`config.mk`:
```
export PLATFORM = sky130hd
export DESIGN_NAME = alu_result_writeback_flat
export DESIGN_NICKNAME = d
export VERILOG_FILES = /design/src/rtl/alu_result_writeback_if.sv /design/src/rtl/alu_result_writeback.sv /design/src/flat_wrapper.sv
export SDC_FILE = /design/constraint.sdc
export NUM_CORES = 1
export LEC_CHECK = 0
export BUFFER_PORTS_ARGS = -buffer_cell sky130_fd_sc_hd__buf_2
export CAP_MARGIN = 20
export CORE_UTILIZATION = 45
export CTS_CLUSTER_DIAMETER = 150
export DETAILED_ROUTE_END_ITERATION = 16
export GPL_ROUTABILITY_DRIVEN = 0
export PLACE_DENSITY_LB_ADDON = 0.12
export SYNTH_ARGS = -nofsm -noshare
export SYNTH_HDL_FRONTEND = slang
export SYNTH_SLANG_ARGS = --single-unit
```
`constraint.sdc`:
```
create_clock -name Clock -period 2.7 [get_ports Clock]
set_input_delay 0.54 -clock Clock [delete_from_list [all_inputs] [get_ports Clock]]
set_output_delay 0.54 -clock Clock [all_outputs]
set_load 0.005 [all_outputs]
```
`src/rtl/alu_result_writeback_if.sv`:
```
// ALU result writeback bundle: upstream result push, register-file write port,
// HI/LO, condition flags and occupancy. Master drives results/ack, slave is the stage.
interface alu_result_writeback_if #(
    parameter int DEPTH = 2
);
    localparam int CNT_W = $clog2(DEPTH + 1);

    logic             in_valid;
    logic             in_ready;
    logic [4:0]       in_control;
    logic [3:0]       in_dest;
    logic [63:0]      in_result;
    logic             rf_wr_en;
    logic [3:0]       rf_wr_addr;
    logic [31:0]      rf_wr_data;
    logic             rf_wr_ack;
    logic [31:0]      hi_out;
    logic [31:0]      lo_out;
    logic             flag_z;
    logic             flag_n;
    logic [CNT_W-1:0] count;

    modport master (
        output in_valid, in_control, in_dest, in_result, rf_wr_ack,
        input  in_ready, rf_wr_en, rf_wr_addr, rf_wr_data,
        input  hi_out, lo_out, flag_z, flag_n, count
    );

    modport slave (
        input  in_valid, in_control, in_dest, in_result, rf_wr_ack,
        output in_ready, rf_wr_en, rf_wr_addr, rf_wr_data,
        output hi_out, lo_out, flag_z, flag_n, count
    );
endinterface

```
`src/rtl/alu_result_writeback.sv`:
```
// Buffers ALU results in a small FIFO and retires them to the register file,
// to HI/LO (MUL/DIV) or discards them (R0), updating zero/negative flags on retire.
module alu_result_writeback #(
    parameter int         DEPTH  = 2,
    parameter logic [4:0] OP_MUL = 5'b01110,
    parameter logic [4:0] OP_DIV = 5'b01111
) (
    input logic                  Clock,
    input logic                  Clear,
    alu_result_writeback_if.slave wb
);
    localparam int PTR_W = $clog2(DEPTH);
    localparam int CNT_W = $clog2(DEPTH + 1);

    typedef struct packed {
        logic [4:0]  control;
        logic [3:0]  dest;
        logic [63:0] result;
    } entry_t;

    typedef enum logic [1:0] {IDLE, WRITE, HILO} state_t;

    entry_t           mem_q [DEPTH];
    entry_t           mem_d [DEPTH];
    logic [PTR_W-1:0] wr_ptr_q, wr_ptr_d, rd_ptr_q, rd_ptr_d;
    logic [CNT_W-1:0] count_q, count_d;
    logic             in_ready_q, in_ready_d;
    state_t           state_q, state_d;
    logic             rf_wr_en_q, rf_wr_en_d;
    logic [3:0]       rf_wr_addr_q, rf_wr_addr_d;
    logic [31:0]      rf_wr_data_q, rf_wr_data_d;
    logic [31:0]      hi_q, hi_d, lo_q, lo_d;
    logic             flag_z_q, flag_z_d, flag_n_q, flag_n_d;

    entry_t head;
    logic   push, pop, head_muldiv;

    always_comb begin
        mem_d        = mem_q;
        wr_ptr_d     = wr_ptr_q;
        rd_ptr_d     = rd_ptr_q;
        count_d      = count_q;
        state_d      = state_q;
        rf_wr_en_d   = rf_wr_en_q;
        rf_wr_addr_d = rf_wr_addr_q;
        rf_wr_data_d = rf_wr_data_q;
        hi_d         = hi_q;
        lo_d         = lo_q;
        flag_z_d     = flag_z_q;
        flag_n_d     = flag_n_q;
        pop          = 1'b0;
        head         = mem_q[rd_ptr_q];
        head_muldiv  = (head.control == OP_MUL) || (head.control == OP_DIV);
        // in_ready is the registered view of occupancy, so a same-cycle pop never frees a slot
        push         = wb.in_valid & in_ready_q;

        if (push) begin
            mem_d[wr_ptr_q] = '{control: wb.in_control, dest: wb.in_dest, result: wb.in_result};
            wr_ptr_d        = wr_ptr_q + PTR_W'(1);
        end

        case (state_q)
            IDLE: begin
                if (count_q != '0) begin
                    if (head_muldiv) begin
                        state_d = HILO;
                    end else if (head.dest != 4'd0) begin
                        rf_wr_addr_d = head.dest;
                        rf_wr_data_d = head.result[31:0];
                        rf_wr_en_d   = 1'b1;
                        state_d      = WRITE;
                    end else begin
                        pop      = 1'b1;
                        flag_z_d = (head.result[31:0] == 32'd0);
                        flag_n_d = head.result[31];
                    end
                end
            end
            WRITE: begin
                if (wb.rf_wr_ack) begin
                    pop        = 1'b1;
                    rf_wr_en_d = 1'b0;
                    flag_z_d   = (head.result[31:0] == 32'd0);
                    flag_n_d   = head.result[31];
                    state_d    = IDLE;
                end
            end
            HILO: begin
                hi_d     = head.result[63:32];
                lo_d     = head.result[31:0];
                pop      = 1'b1;
                flag_z_d = (head.result == 64'd0);
                flag_n_d = head.result[63];
                state_d  = IDLE;
            end
            default: state_d = IDLE;
        endcase

        if (pop) rd_ptr_d = rd_ptr_q + PTR_W'(1);

        if (push && !pop)      count_d = count_q + CNT_W'(1);
        else if (!push && pop) count_d = count_q - CNT_W'(1);

        in_ready_d = (count_d < CNT_W'(DEPTH));
    end

    always_ff @(posedge Clock or negedge Clear) begin
        if (!Clear) begin
            for (int i = 0; i < DEPTH; i++) mem_q[i] <= '0;
            wr_ptr_q     <= '0;
            rd_ptr_q     <= '0;
            count_q      <= '0;
            in_ready_q   <= 1'b0;
            state_q      <= IDLE;
            rf_wr_en_q   <= 1'b0;
            rf_wr_addr_q <= '0;
            rf_wr_data_q <= '0;
            hi_q         <= '0;
            lo_q         <= '0;
            flag_z_q     <= 1'b0;
            flag_n_q     <= 1'b0;
        end else begin
            mem_q        <= mem_d;
            wr_ptr_q     <= wr_ptr_d;
            rd_ptr_q     <= rd_ptr_d;
            count_q      <= count_d;
            in_ready_q   <= in_ready_d;
            state_q      <= state_d;
            rf_wr_en_q   <= rf_wr_en_d;
            rf_wr_addr_q <= rf_wr_addr_d;
            rf_wr_data_q <= rf_wr_data_d;
            hi_q         <= hi_d;
            lo_q         <= lo_d;
            flag_z_q     <= flag_z_d;
            flag_n_q     <= flag_n_d;
        end
    end

    assign wb.in_ready   = in_ready_q;
    assign wb.count      = count_q;
    assign wb.rf_wr_en   = rf_wr_en_q;
    assign wb.rf_wr_addr = rf_wr_addr_q;
    assign wb.rf_wr_data = rf_wr_data_q;
    assign wb.hi_out     = hi_q;
    assign wb.lo_out     = lo_q;
    assign wb.flag_z     = flag_z_q;
    assign wb.flag_n     = flag_n_q;
endmodule

```
`src/flat_wrapper.sv`:
```
// flat-port wrapper written by rule: the top's interface ports become plain ports
module alu_result_writeback_flat 
#(
    parameter int         DEPTH  = 2,
    parameter logic [4:0] OP_MUL = 5'b01110,
    parameter logic [4:0] OP_DIV = 5'b01111
)
  (Clock, Clear, wb_in_valid, wb_in_control, wb_in_dest, wb_in_result, wb_rf_wr_ack, wb_in_ready, wb_rf_wr_en, wb_rf_wr_addr, wb_rf_wr_data, wb_hi_out, wb_lo_out, wb_flag_z, wb_flag_n, wb_count);
  alu_result_writeback_if #(.DEPTH(DEPTH)) wb_i ();
  input logic Clock;
  input logic Clear;
  input wire logic [$bits(wb_i.in_valid)-1:0] wb_in_valid;
  input wire logic [$bits(wb_i.in_control)-1:0] wb_in_control;
  input wire logic [$bits(wb_i.in_dest)-1:0] wb_in_dest;
  input wire logic [$bits(wb_i.in_result)-1:0] wb_in_result;
  input wire logic [$bits(wb_i.rf_wr_ack)-1:0] wb_rf_wr_ack;
  output wire logic [$bits(wb_i.in_ready)-1:0] wb_in_ready;
  output wire logic [$bits(wb_i.rf_wr_en)-1:0] wb_rf_wr_en;
  output wire logic [$bits(wb_i.rf_wr_addr)-1:0] wb_rf_wr_addr;
  output wire logic [$bits(wb_i.rf_wr_data)-1:0] wb_rf_wr_data;
  output wire logic [$bits(wb_i.hi_out)-1:0] wb_hi_out;
  output wire logic [$bits(wb_i.lo_out)-1:0] wb_lo_out;
  output wire logic [$bits(wb_i.flag_z)-1:0] wb_flag_z;
  output wire logic [$bits(wb_i.flag_n)-1:0] wb_flag_n;
  output wire logic [$bits(wb_i.count)-1:0] wb_count;
  assign wb_i.in_valid = wb_in_valid;
  assign wb_i.in_control = wb_in_control;
  assign wb_i.in_dest = wb_in_dest;
  assign wb_i.in_result = wb_in_result;
  assign wb_i.rf_wr_ack = wb_rf_wr_ack;
  assign wb_in_ready = wb_i.in_ready;
  assign wb_rf_wr_en = wb_i.rf_wr_en;
  assign wb_rf_wr_addr = wb_i.rf_wr_addr;
  assign wb_rf_wr_data = wb_i.rf_wr_data;
  assign wb_hi_out = wb_i.hi_out;
  assign wb_lo_out = wb_i.lo_out;
  assign wb_flag_z = wb_i.flag_z;
  assign wb_flag_n = wb_i.flag_n;
  assign wb_count = wb_i.count;
  alu_result_writeback #(.DEPTH(DEPTH), .OP_MUL(OP_MUL), .OP_DIV(OP_DIV)) u_core (.Clock(Clock), .Clear(Clear), .wb(wb_i));
endmodule
```
==> impl_metrics.json <==
{
  "synth_largest_area_cell": "dfrtp_1",
  "critPathLaunchType": "flop",
  "syn_inst": 807,
  "reg2reg_slack_ps": 220,
  "grt_setup_unrepaired": "no",
  "die_width_um": 154,
  "cts_buffer_depth": 3,
  "yosysSeqAreaShare_pct": 61.4,
  "syn_area_um2": 10400,
  "grt.overflow.total": 0,
  "drtIter0Drc": 265,
  "reg2reg_depth": 8,
  "cts_tree": "done",
  "grt_pass1_vias": 6979,
  "yosysUniqueCellTypes": 37,
  "cts_setup_buffers": 0,
  "min_period_over_period_pct": 91.7,
  "holdWs_ps": 264,
  "clkLatencyLatePin_ps": 520,
  "path_clk_slew_ps": 60,
  "hpwlAfterDp_um": 15800,
  "crit_path_max_fanout": 5,
  "cellPowerDensity_nw_per_um2": 1230,
  "worst_ep_required_time_ps": 3140,
  "syn_to_final_growth_pct": 21.2,
  "slowest_delay_ps": 550,
  "crit_type": "reg -> reg",
  "grt_pass1_wl_um": 38000,
  "die_area_um2": 23600,
  "fill_cells": 1968,
  "avgSynthCellArea_um2": 12.8,
  "nets": 1069,
  "synth_nets": 887,
  "critPathBufInv": 0,
  "power_mw": 15.4,
  "drv_cap": 0,
  "numCtsBuffers": 27,
  "first_pass_iters": 4,
  "hp-class": "in -> reg",
  "wl_per_cell_um": 18.0,
  "portBuffers": 181,
  "grt_max_degree": 74,
  "max_freq_ghz": 0.404,
  "htreeDepth": 1,
  "finalSetupViolCount": 0,
  "vias": 6756,
  "min_path_cells": 2,
  "grt_use_total_pct": 20.2,
  "p_leak_nw": 5.92,
  "routed_wl_um": 23300,
  "layout_setup_ws_ps": 224,
  "antenna_found_initial": 6,
  "num_io_pins": 183,
  "dieHeight_um": 154,
  "cp_data_arrival_time_ps": 2920,
  "drive_gt1_share_pct": 38.5,
  "viasPerCell": 5.22,
  "placementRows": 55,
  "worst_slew_pin_slew_ps": 593,
  "drc_errors": 0,
  "setup-tns-final_ps": 0,
  "ys_seq_elements": 254,
  "coreArea_um2": 22600,
  "yosys-top-cells-area": "dfrtp_1 (61%), mux2_2 (16%), mux2i_1 (6.7%), o21ai_0 (3.2%), nand2_1 (2.6%)",
  "status": "finished clean",
  "cts_root_buf": "clkbuf_16",
  "ant_nets": 0,
  "drv_slew": 0,
  "cts.sinks": 254,
  "relSlewSlack_pct": 60.5,
  "period_minus_slack_ps": 2480,
  "max-vdd-ir-drop_v": 0.000688,
  "yosysWarnings": 0,
  "dp_worst_setup_slack_ps": 230,
  "start_util_pct": 45.8,
  "endpoint_kind": "flop",
  "crit_cells": 8,
  "fin_skew_ps": 8.52,
  "slowest_stage": "or4_4",
  "crit_family": "simple AND/OR/NAND/NOR gates",
  "hold_viol_final": 0,
  "crit_chain": "or4_4 > o22ai_4 > nand2_1 > o311a_4 > ha_1 > nor3b_1 > a211oi_1 > a21oi_1",
  "yosysTopAreaCellShare_pct": 61.4
}
==> power by group <==
group          switching [mW]  leakage [nW]  internal [mW]
Sequential               1.18          3.09           5.54
Clock                    1.43         0.417           2.12
Combinational            2.48          2.42           2.67
Total                    5.10          5.92           10.3
==> stage by stage <==
stage,area [um2],std cells,utilization (%)
2_1_floorplan,10400,807,-
3_3_place_gp,11700,1244,51.6
3_5_place_dp,11700,1244,51.6
4_1_cts,12500,1292,55.4
5_1_grt,12500,1293,55.4
6_report,12600,1294,55.4
==> worst register-to-register path, delay by kind of cell (launching register included) <==
kind / cells / cell delay (ps)
simple gates: 3 / 870
compound gates: 4 / 750
flops: 1 / 500
fa+ha+maj: 1 / 260
==> final timing paths <==
check | to | startpoint
min in group asynchronous | u_core.mem_q[114] | Clear
min reg2reg | u_core.wb.hi_out[28] | u_core.wb.hi_out[28]
max | flop | u_core.rd_ptr_q
max reg2reg | flop | u_core.rd_ptr_q
max in group asynchronous | u_core.mem_q[62] | Clear
min | u_core.mem_q[81] | wb_in_result[8]
==> kinds of logic after synthesis <==
kind of cell,after synthesis,synth area share [%]
compound gates,115,6.05
xor+xnor,1,0.0846
fa+ha+maj,3,0.362
buf+inv,52,1.98
flops,254,61.4
mux,215,22.7
simple gates,167,7.48
==> timing repair <==
action	4_1_cts	5_1_grt
endpoints found under the hold margin	44	0
gates resized for setup	0	0
hold buffers	1	0
==> synthesized netlist by cell type (all sizes together) <==
cell type / n
dfrtp: 254
mux2: 145
nand2: 72
mux2i: 69
o21ai: 66
nor2: 42
a21oi: 39
clkbuf: 37
nor4: 30
nand4: 9
buf: 8
inv: 7
ha: 3
nor3: 3
o22ai: 3
a211oi: 2
nand2b: 2
or3: 2
mux4: 1
nand3: 1
nand4b: 1
nor3b: 1
nor4b: 1
o2111ai: 1
o21a: 1
o22a: 1
o311a: 1
o31ai: 1
or2: 1
or4: 1
or4b: 1
xnor2: 1
==> metal layers <==
| metal | share of wire (%) | track usage, % |
|---|---|---|
| met3 | 5.2 | 4.71 |
| met5 | 0.22 | 0 |
| met2 | 47 | 33.2 |
| met4 | 1.3 | 4.62 |
| met1 | 46 | 27.3 |
==> state kept, by name, summed over array words and instances (netlist names), named ones only <==
register / cells
u_core.state_q: 2
u_core.wb.rf_wr_data: 32
u_core.rd_ptr_q: 1
u_core.wb.rf_wr_addr: 4
u_core.mem_q: 144
u_core.wb.count: 1
u_core.wb.flag_n: 1
u_core.wb.hi_out: 32
u_core.wb.lo_out: 32
u_core.wb.flag_z: 1
u_core.wr_ptr_q: 1
u_core.wb.in_ready: 1
u_core.wb.rf_wr_en: 1
==> cell usage in the layout, fill, tap and decap left out, types with 2 or more instances in the layout <==
| cell | instances |
|---|---|
| mux2i_1 | 69 |
| dfrtp_1 | 253 |
| mux2_2 | 144 |
| o22ai_1 | 2 |
| nor2_1 | 42 |
| a211oi_1 | 2 |
| nand2_1 | 71 |
| buf_2 | 180 |
| clkbuf_16 | 27 |
| diode_2 | 2 |
| a21oi_1 | 39 |
| inv_1 | 7 |
| nor4_1 | 30 |
| ha_1 | 3 |
| clkinv_2 | 2 |
| clkbuf_8 | 7 |
| buf_12 | 7 |
| clkbuf_1 | 10 |
| o21ai_0 | 66 |
| nor3_1 | 2 |
| nand4_1 | 9 |
| or3_1 | 2 |
| buf_4 | 9 |
==> area by class of cell <==
class	count	area (um2)	share of cell area [%]
sequential	254	6360	50.7
clock buffer	44	810	6.45
timing repair buffer	198	1130	9.03
tap	285	357	2.84
inverter	7	26.3	0.209
multi-input combinational	501	3820	30.4
clock inverter	3	40.0	0.319
antenna	2	5.00	0.0399
Note: power is estimated with default switching activity, not from simulation.
